===== config.mk =====
export PLATFORM = sky130hd
export DESIGN_NAME = mov_demux_bus
export DESIGN_NICKNAME = d
export VERILOG_FILES = /design/src/rtl/mov_pkg.sv /design/src/rtl/mov_ack_timer.sv /design/src/rtl/mov_demux_bus.sv
export SDC_FILE = /design/constraint.sdc
export NUM_CORES = 1
export LEC_CHECK = 0
export ABC_AREA = 0
export CORE_ASPECT_RATIO = 0.9
export CORE_MARGIN = 3
export CORE_UTILIZATION = 52
export DETAILED_ROUTE_END_ITERATION = 8
export HOLD_SLACK_MARGIN = 0.1
export PLACE_DENSITY = 0.8
export SLEW_MARGIN = 20
export SYNTH_ARGS = -nofsm -noshare
export SYNTH_HDL_FRONTEND = slang
export SYNTH_SLANG_ARGS = --single-unit
export TNS_END_PERCENT = 50

===== constraint.sdc =====
create_clock -name clk -period 2.65 [get_ports clk]
set_clock_uncertainty 0.05 [all_clocks]
set_input_delay 0.3975 -clock clk [delete_from_list [all_inputs] [get_ports clk]]
set_output_delay 0.3975 -clock clk [all_outputs]
set_load 0.02 [all_outputs]

===== src/rtl/mov_pkg.sv =====
// Shared lane/selector sizing, write-FSM state type and one-hot decode for the move demux bus.
package mov_pkg;

  localparam int NUM_MOV_LANES = 16;
  localparam int MOV_SEL_W     = 4;

  typedef enum logic {
    IDLE  = 1'b0,
    WRITE = 1'b1
  } mov_wr_state_e;

  typedef logic [NUM_MOV_LANES-1:0] mov_lane_mask_t;

  function automatic mov_lane_mask_t onehot16(input logic [MOV_SEL_W-1:0] sel);
    mov_lane_mask_t m;
    m      = '0;
    m[sel] = 1'b1;
    return m;
  endfunction

endpackage


===== src/rtl/mov_ack_timer.sv =====
// Ack wait timer: 8-bit counter cleared on load, stepped on inc; o_expire flags the last allowed WRITE cycle.
// Latency: o_expire is a pure compare of the registered count; no backpressure.
module mov_ack_timer #(
  parameter int ACK_TIMEOUT = 15
) (
  input  logic clk,
  input  logic rst_n,
  input  logic i_load,
  input  logic i_inc,
  output logic o_expire
);

  localparam logic [7:0] LP_LAST = 8'(ACK_TIMEOUT - 1);

  logic [7:0] r_cnt;

  always_ff @(posedge clk) begin
    if (!rst_n) begin
      r_cnt <= '0;
    end else if (i_load) begin
      r_cnt <= '0;
    end else if (i_inc) begin
      r_cnt <= r_cnt + 8'd1;
    end
  end

  assign o_expire = (r_cnt == LP_LAST);

endmodule


===== src/rtl/mov_demux_bus.sv =====
// Move demux: one word to one of 16 lanes (all 16 with MOV_BCAST_EN), single outstanding, ack wait + timeout.
// Latency: out_we one cycle after accept, done >= 2 cycles; in_ready low for the whole WRITE phase.
module mov_demux_bus
  import mov_pkg::*;
#(
  parameter int bus_size    = 10,
  parameter int ACK_TIMEOUT = 15
) (
  input  logic                     clk,
  input  logic                     rst_n,
  input  logic                     in_valid,
  output logic                     in_ready,
  input  logic [bus_size-1:0]      in_data,
  input  logic [MOV_SEL_W-1:0]     in_sel,
  input  logic                     in_bcast,
  output logic [bus_size-1:0]      out_data,
  output logic [NUM_MOV_LANES-1:0] out_we,
  input  logic [NUM_MOV_LANES-1:0] dest_ack,
  output logic                     done,
  output logic                     err_timeout,
  output logic                     err_sticky,
  input  logic                     err_clr
);

  mov_wr_state_e  r_state, w_state_nxt;
  logic [bus_size-1:0] r_data, w_data_nxt;
  mov_lane_mask_t r_target, w_target_nxt;
  mov_lane_mask_t r_ack_mask, w_ack_mask_nxt;
  mov_lane_mask_t r_we, w_we_nxt;
  logic r_done, w_done_nxt;
  logic r_err_to, w_err_to_nxt;
  logic r_sticky, w_sticky_nxt;

  mov_lane_mask_t w_target_in;
  mov_lane_mask_t w_ack_acc;
  logic w_accept;
  logic w_complete;
  logic w_expire;
  logic w_inc;

`ifdef MOV_BCAST_EN
  assign w_target_in = in_bcast ? {NUM_MOV_LANES{1'b1}} : onehot16(in_sel);
`else
  logic w_unused_bcast;
  assign w_unused_bcast = in_bcast;
  assign w_target_in    = onehot16(in_sel);
`endif

  assign in_ready   = (r_state == IDLE);
  assign w_accept   = in_valid & in_ready;
  // Only target lanes count; acks on other lanes never reach the mask.
  assign w_ack_acc  = r_ack_mask | (dest_ack & r_target);
  assign w_complete = (w_ack_acc == r_target);

  mov_ack_timer #(
    .ACK_TIMEOUT(ACK_TIMEOUT)
  ) u_timer (
    .clk     (clk),
    .rst_n   (rst_n),
    .i_load  (w_accept),
    .i_inc   (w_inc),
    .o_expire(w_expire)
  );

  always_comb begin
    w_state_nxt    = r_state;
    w_data_nxt     = r_data;
    w_target_nxt   = r_target;
    w_ack_mask_nxt = r_ack_mask;
    w_we_nxt       = r_we;
    w_done_nxt     = 1'b0;
    w_err_to_nxt   = 1'b0;
    w_inc          = 1'b0;
    w_sticky_nxt   = err_clr ? 1'b0 : r_sticky;

    case (r_state)
      IDLE: begin
        if (in_valid) begin
          w_data_nxt     = in_data;
          w_target_nxt   = w_target_in;
          w_ack_mask_nxt = '0;
          w_we_nxt       = w_target_in;
          w_state_nxt    = WRITE;
        end
      end
      WRITE: begin
        // An ack landing on the last timeout cycle still completes the move.
        if (w_complete) begin
          w_we_nxt    = '0;
          w_done_nxt  = 1'b1;
          w_state_nxt = IDLE;
        end else if (w_expire) begin
          w_we_nxt     = '0;
          w_err_to_nxt = 1'b1;
          w_sticky_nxt = 1'b1;
          w_state_nxt  = IDLE;
        end else begin
          w_inc          = 1'b1;
          w_ack_mask_nxt = w_ack_acc;
          w_we_nxt       = r_target & ~w_ack_acc;
        end
      end
      default: w_state_nxt = IDLE;
    endcase
  end

  always_ff @(posedge clk) begin
    if (!rst_n) begin
      r_state    <= IDLE;
      r_data     <= '0;
      r_target   <= '0;
      r_ack_mask <= '0;
      r_we       <= '0;
      r_done     <= 1'b0;
      r_err_to   <= 1'b0;
      r_sticky   <= 1'b0;
    end else begin
      r_state    <= w_state_nxt;
      r_data     <= w_data_nxt;
      r_target   <= w_target_nxt;
      r_ack_mask <= w_ack_mask_nxt;
      r_we       <= w_we_nxt;
      r_done     <= w_done_nxt;
      r_err_to   <= w_err_to_nxt;
      r_sticky   <= w_sticky_nxt;
    end
  end

  assign out_data    = r_data;
  assign out_we      = r_we;
  assign done        = r_done;
  assign err_timeout = r_err_to;
  assign err_sticky  = r_sticky;

endmodule


==> results.md <==
- Status: finished, final reports clean
- Mean instance size in the synthesized netlist: 8.77 um2
- Required @ worst endpoint: 2810 ps
- Tmin final: 2450 ps
- Pre-CTS setup slack: -104 ps
- WL/cell: 15.0 um
- Routed WL: 7.92 mm
- Filler cells: 496
- Worst hold start: out_data[5]$_SDFFE_PN0P_
- Power Dens Cells: 553 nW/um2
- Largest fanout on the critical path: 16
- Htree depth: 3
- Netlist cell types: 39
- FF-to-FF Start: r_target[13]$_SDFFE_PN0P_
- Vias/cell: 5.70
- Die W: 90.4 um
- Post-CTS Setup Bufs: 0
- Crit path capture type: flip-flop
- Clock Path Buffers: 2
- Net Count, Synth: 433
- CP arrival: 2610 ps
- CP Class: in2reg
- Area grow syn2layout: 27.5%
- Antenna-violating nets left: 0
- Post-synth top area share: 42.1%
- CP max-delay cell: nor4_2
- Synth area leaders: dfxtp_1, a21oi_1, a211oi_1, ha_1, nand2_1
- Most frequent cells after synthesis: dfxtp_1, nand2_1, a21oi_1
- Int Pwr: 1720 uW
- Initial Util: 54.2%
- Fin worst setup slack: 204 ps
- Layout cells sized above 1: 10.2%
- Startpoint types: primary input
- Vias: 3006
- CTS tree: built
- EDFF count, synth: 0
- Final setup fails: 0
- Worst-Skew Late Latency: 340 ps
- Die area: 7410 um2
- Post-CTS sizing: 0
- Post-CTS Hold Buffers: 0
- Synth Instances: 380
- Hold Crit Depth: 2
- Most frequent cell after synthesis: dfxtp_1
- Post-DP HPWL: 5.48 mm
- Num CTS Buffers: 9
- Final Max Slew Viols: 0
- Initial DRT Pass Iterations: 5
- FF-to-FF End: out_we[8]$_SDFFE_PN0P_
- Nets: 490
- Leading area contributor after synthesis: dfxtp_1
- Chip height: 81.9 um
- Crit share post-route: 92.3%
- Seq/Total Area, Yosys: 42.1%
- Clock root buffer: clkbuf_8
- Sequential Power Share: 47.0%
- Final Hold Viols: 0
- RSZ-0062 raised after global routing: false
- Grt ovf: 0
- Fmax: 0.409 GHz
- Routability Congestion: 0.854
- Initial antenna violation count: 0
- HP Class: reg2reg
- Antenna Cells: 0
- Max-cap violations: 0
- Io pins: 65
- Largest net degree at the start of global routing: 46
- Critical Path, Cell by Cell: clkdlybuf4s50_1 -> a21oi_1 -> ha_1 -> nand4_1 -> nor4_2 -> buf_4 -> o31a_2 -> a211oi_1
- Vias in the first global route: 2618
- P_sw: 627 uW
- Clock transition at path regs: 70 ps
- FF-to-FF path depth: 7
- First-pass GRT wire length: 12.9 mm
- P_leak: 0.00144 uW
- Post-synth ARST share: 0%
- Switching Fraction: 26.7%
- Final Util: 69.1%
- PortBufs: 63
- Slowest Stage Delay on Critical Path: 470 ps
- Synthesized flop and latch total: 70
- CTS sink cnt: 70
- Hold EP: out_data[5]$_SDFFE_PN0P_
- Clock Power Share: 36.6%
- Iter 0 DRT Violations: 196
- Slew @ Worst Pin: 989 ps
- Worst R2R Setup Slack: 340 ps
- VDD IR max: 304 uV
- Core Region: 6150 um2
- Yosys warns: 0
- Combinational Power Share: 16.4%
- # DRC: 0
- Worst relative slew slack: 33.8%
- # rows: 27
- Syn Std Cell Area: 3330 um2
- Predominant post-synthesis flop cell: dfxtp_1
- GRT Util Overall: 21.8%
metrics by stage:
stage               total power [uW]  hold slack, ps  cell area (um2)  cells  setup TNS (ps)
floorplan                       1340             396             3330    380               0
global placement                1500             391             4060    513            -109
detailed placement              1510             398             4060    513           -1490
CTS                             2350             407             4250    527               0
global route                    2440             430             4250    527               0
finish                          2350             405             4250    527               0
worst max-delay path, delay by kind of cell:
family / cells / cell delay (ps)
fa+ha+maj: 1 / 200
compound gates: 3 / 770
simple gates: 2 / 590
buf+inv: 2 / 630
cell type report:
| cell class | count | area (um2) | area share (%) |
|---|---|---|---|
| clock buffer | 13 | 159 | 3.74 |
| clock inverter | 1 | 30.0 | 0.707 |
| inverter | 4 | 15.0 | 0.353 |
| multi-input combinational | 273 | 1760 | 41.4 |
| sequential | 70 | 1400 | 33.0 |
| tap | 87 | 109 | 2.56 |
| timing repair buffer | 79 | 776 | 18.3 |
power groups by stage:
stage          Sequential (uW)  Combinational, uW  Clock [uW]
3_3_place_gp              1130                379           0
3_5_place_dp              1130                381           0
2_1_floorplan             1150                195           0
6_report                  1100                386         860
5_1_grt                   1110                418         911
4_1_cts                   1100                384         867
flip-flops by register name, summed over array words and instances, names as in the netlist:
signal and count:
err_timeout 1, r_target 16, out_we 16, r_state 1, r_ack_mask 16, u_timer.r_cnt 8
out_data 10, err_sticky 1, done 1
logic make-up after synthesis:
group / count (synthesis) / share of synthesized area, %
buffers and inverters: 37 / 5.26
adder cells (fa/ha/maj): 18 / 6.76
AO/OA/AOI/OAI: 123 / 26.1
flip-flops: 70 / 42.1
AND/OR/NAND/NOR: 131 / 19.5
multiplexers: 1 / 0.300
worst max path at each step:
| stage | start | end | slack (ps) | cells past startpoint |
|---|---|---|---|---|
| after floorplan | dest_ack[8] | r_state$_SDFF_PN0_ | 580 | 8 |
| after global placement | dest_ack[13] | out_we[8]$_SDFFE_PN0P_ | -10 | 8 |
| after detailed placement | dest_ack[13] | out_we[15]$_SDFFE_PN0P_ | -100 | 8 |
| after CTS | dest_ack[13] | out_we[15]$_SDFFE_PN0P_ | 250 | 8 |
| after global routing | dest_ack[15] | out_we[15]$_SDFFE_PN0P_ | 70 | 8 |
| final | dest_ack[13] | out_we[8]$_SDFFE_PN0P_ | 200 | 8 |
per-layer routing:
layer | global-route usage, % | wire (um) | vias up
li1 | - | - | 1503
met4 | 9.33 | 142 | 0
met3 | 4.58 | 494 | 15
met1 | 30.3 | 3790 | 1378
met2 | 33.1 | 3490 | 110
met5 | 0 | 0 | -
cells in the final DEF, fill, tap and decap left out, types with 14 or more instances in the layout:
| cell | n |
|---|---|
| a211oi_1 | 32 |
| a21oi_1 | 49 |
| buf_4 | 14 |
| clkdlybuf4s50_1 | 63 |
| dfxtp_1 | 70 |
| ha_1 | 18 |
| nand2_1 | 58 |
| nand3_1 | 30 |
| o21ai_0 | 19 |
No activity file was read; power rests on OpenSTA's default activity.
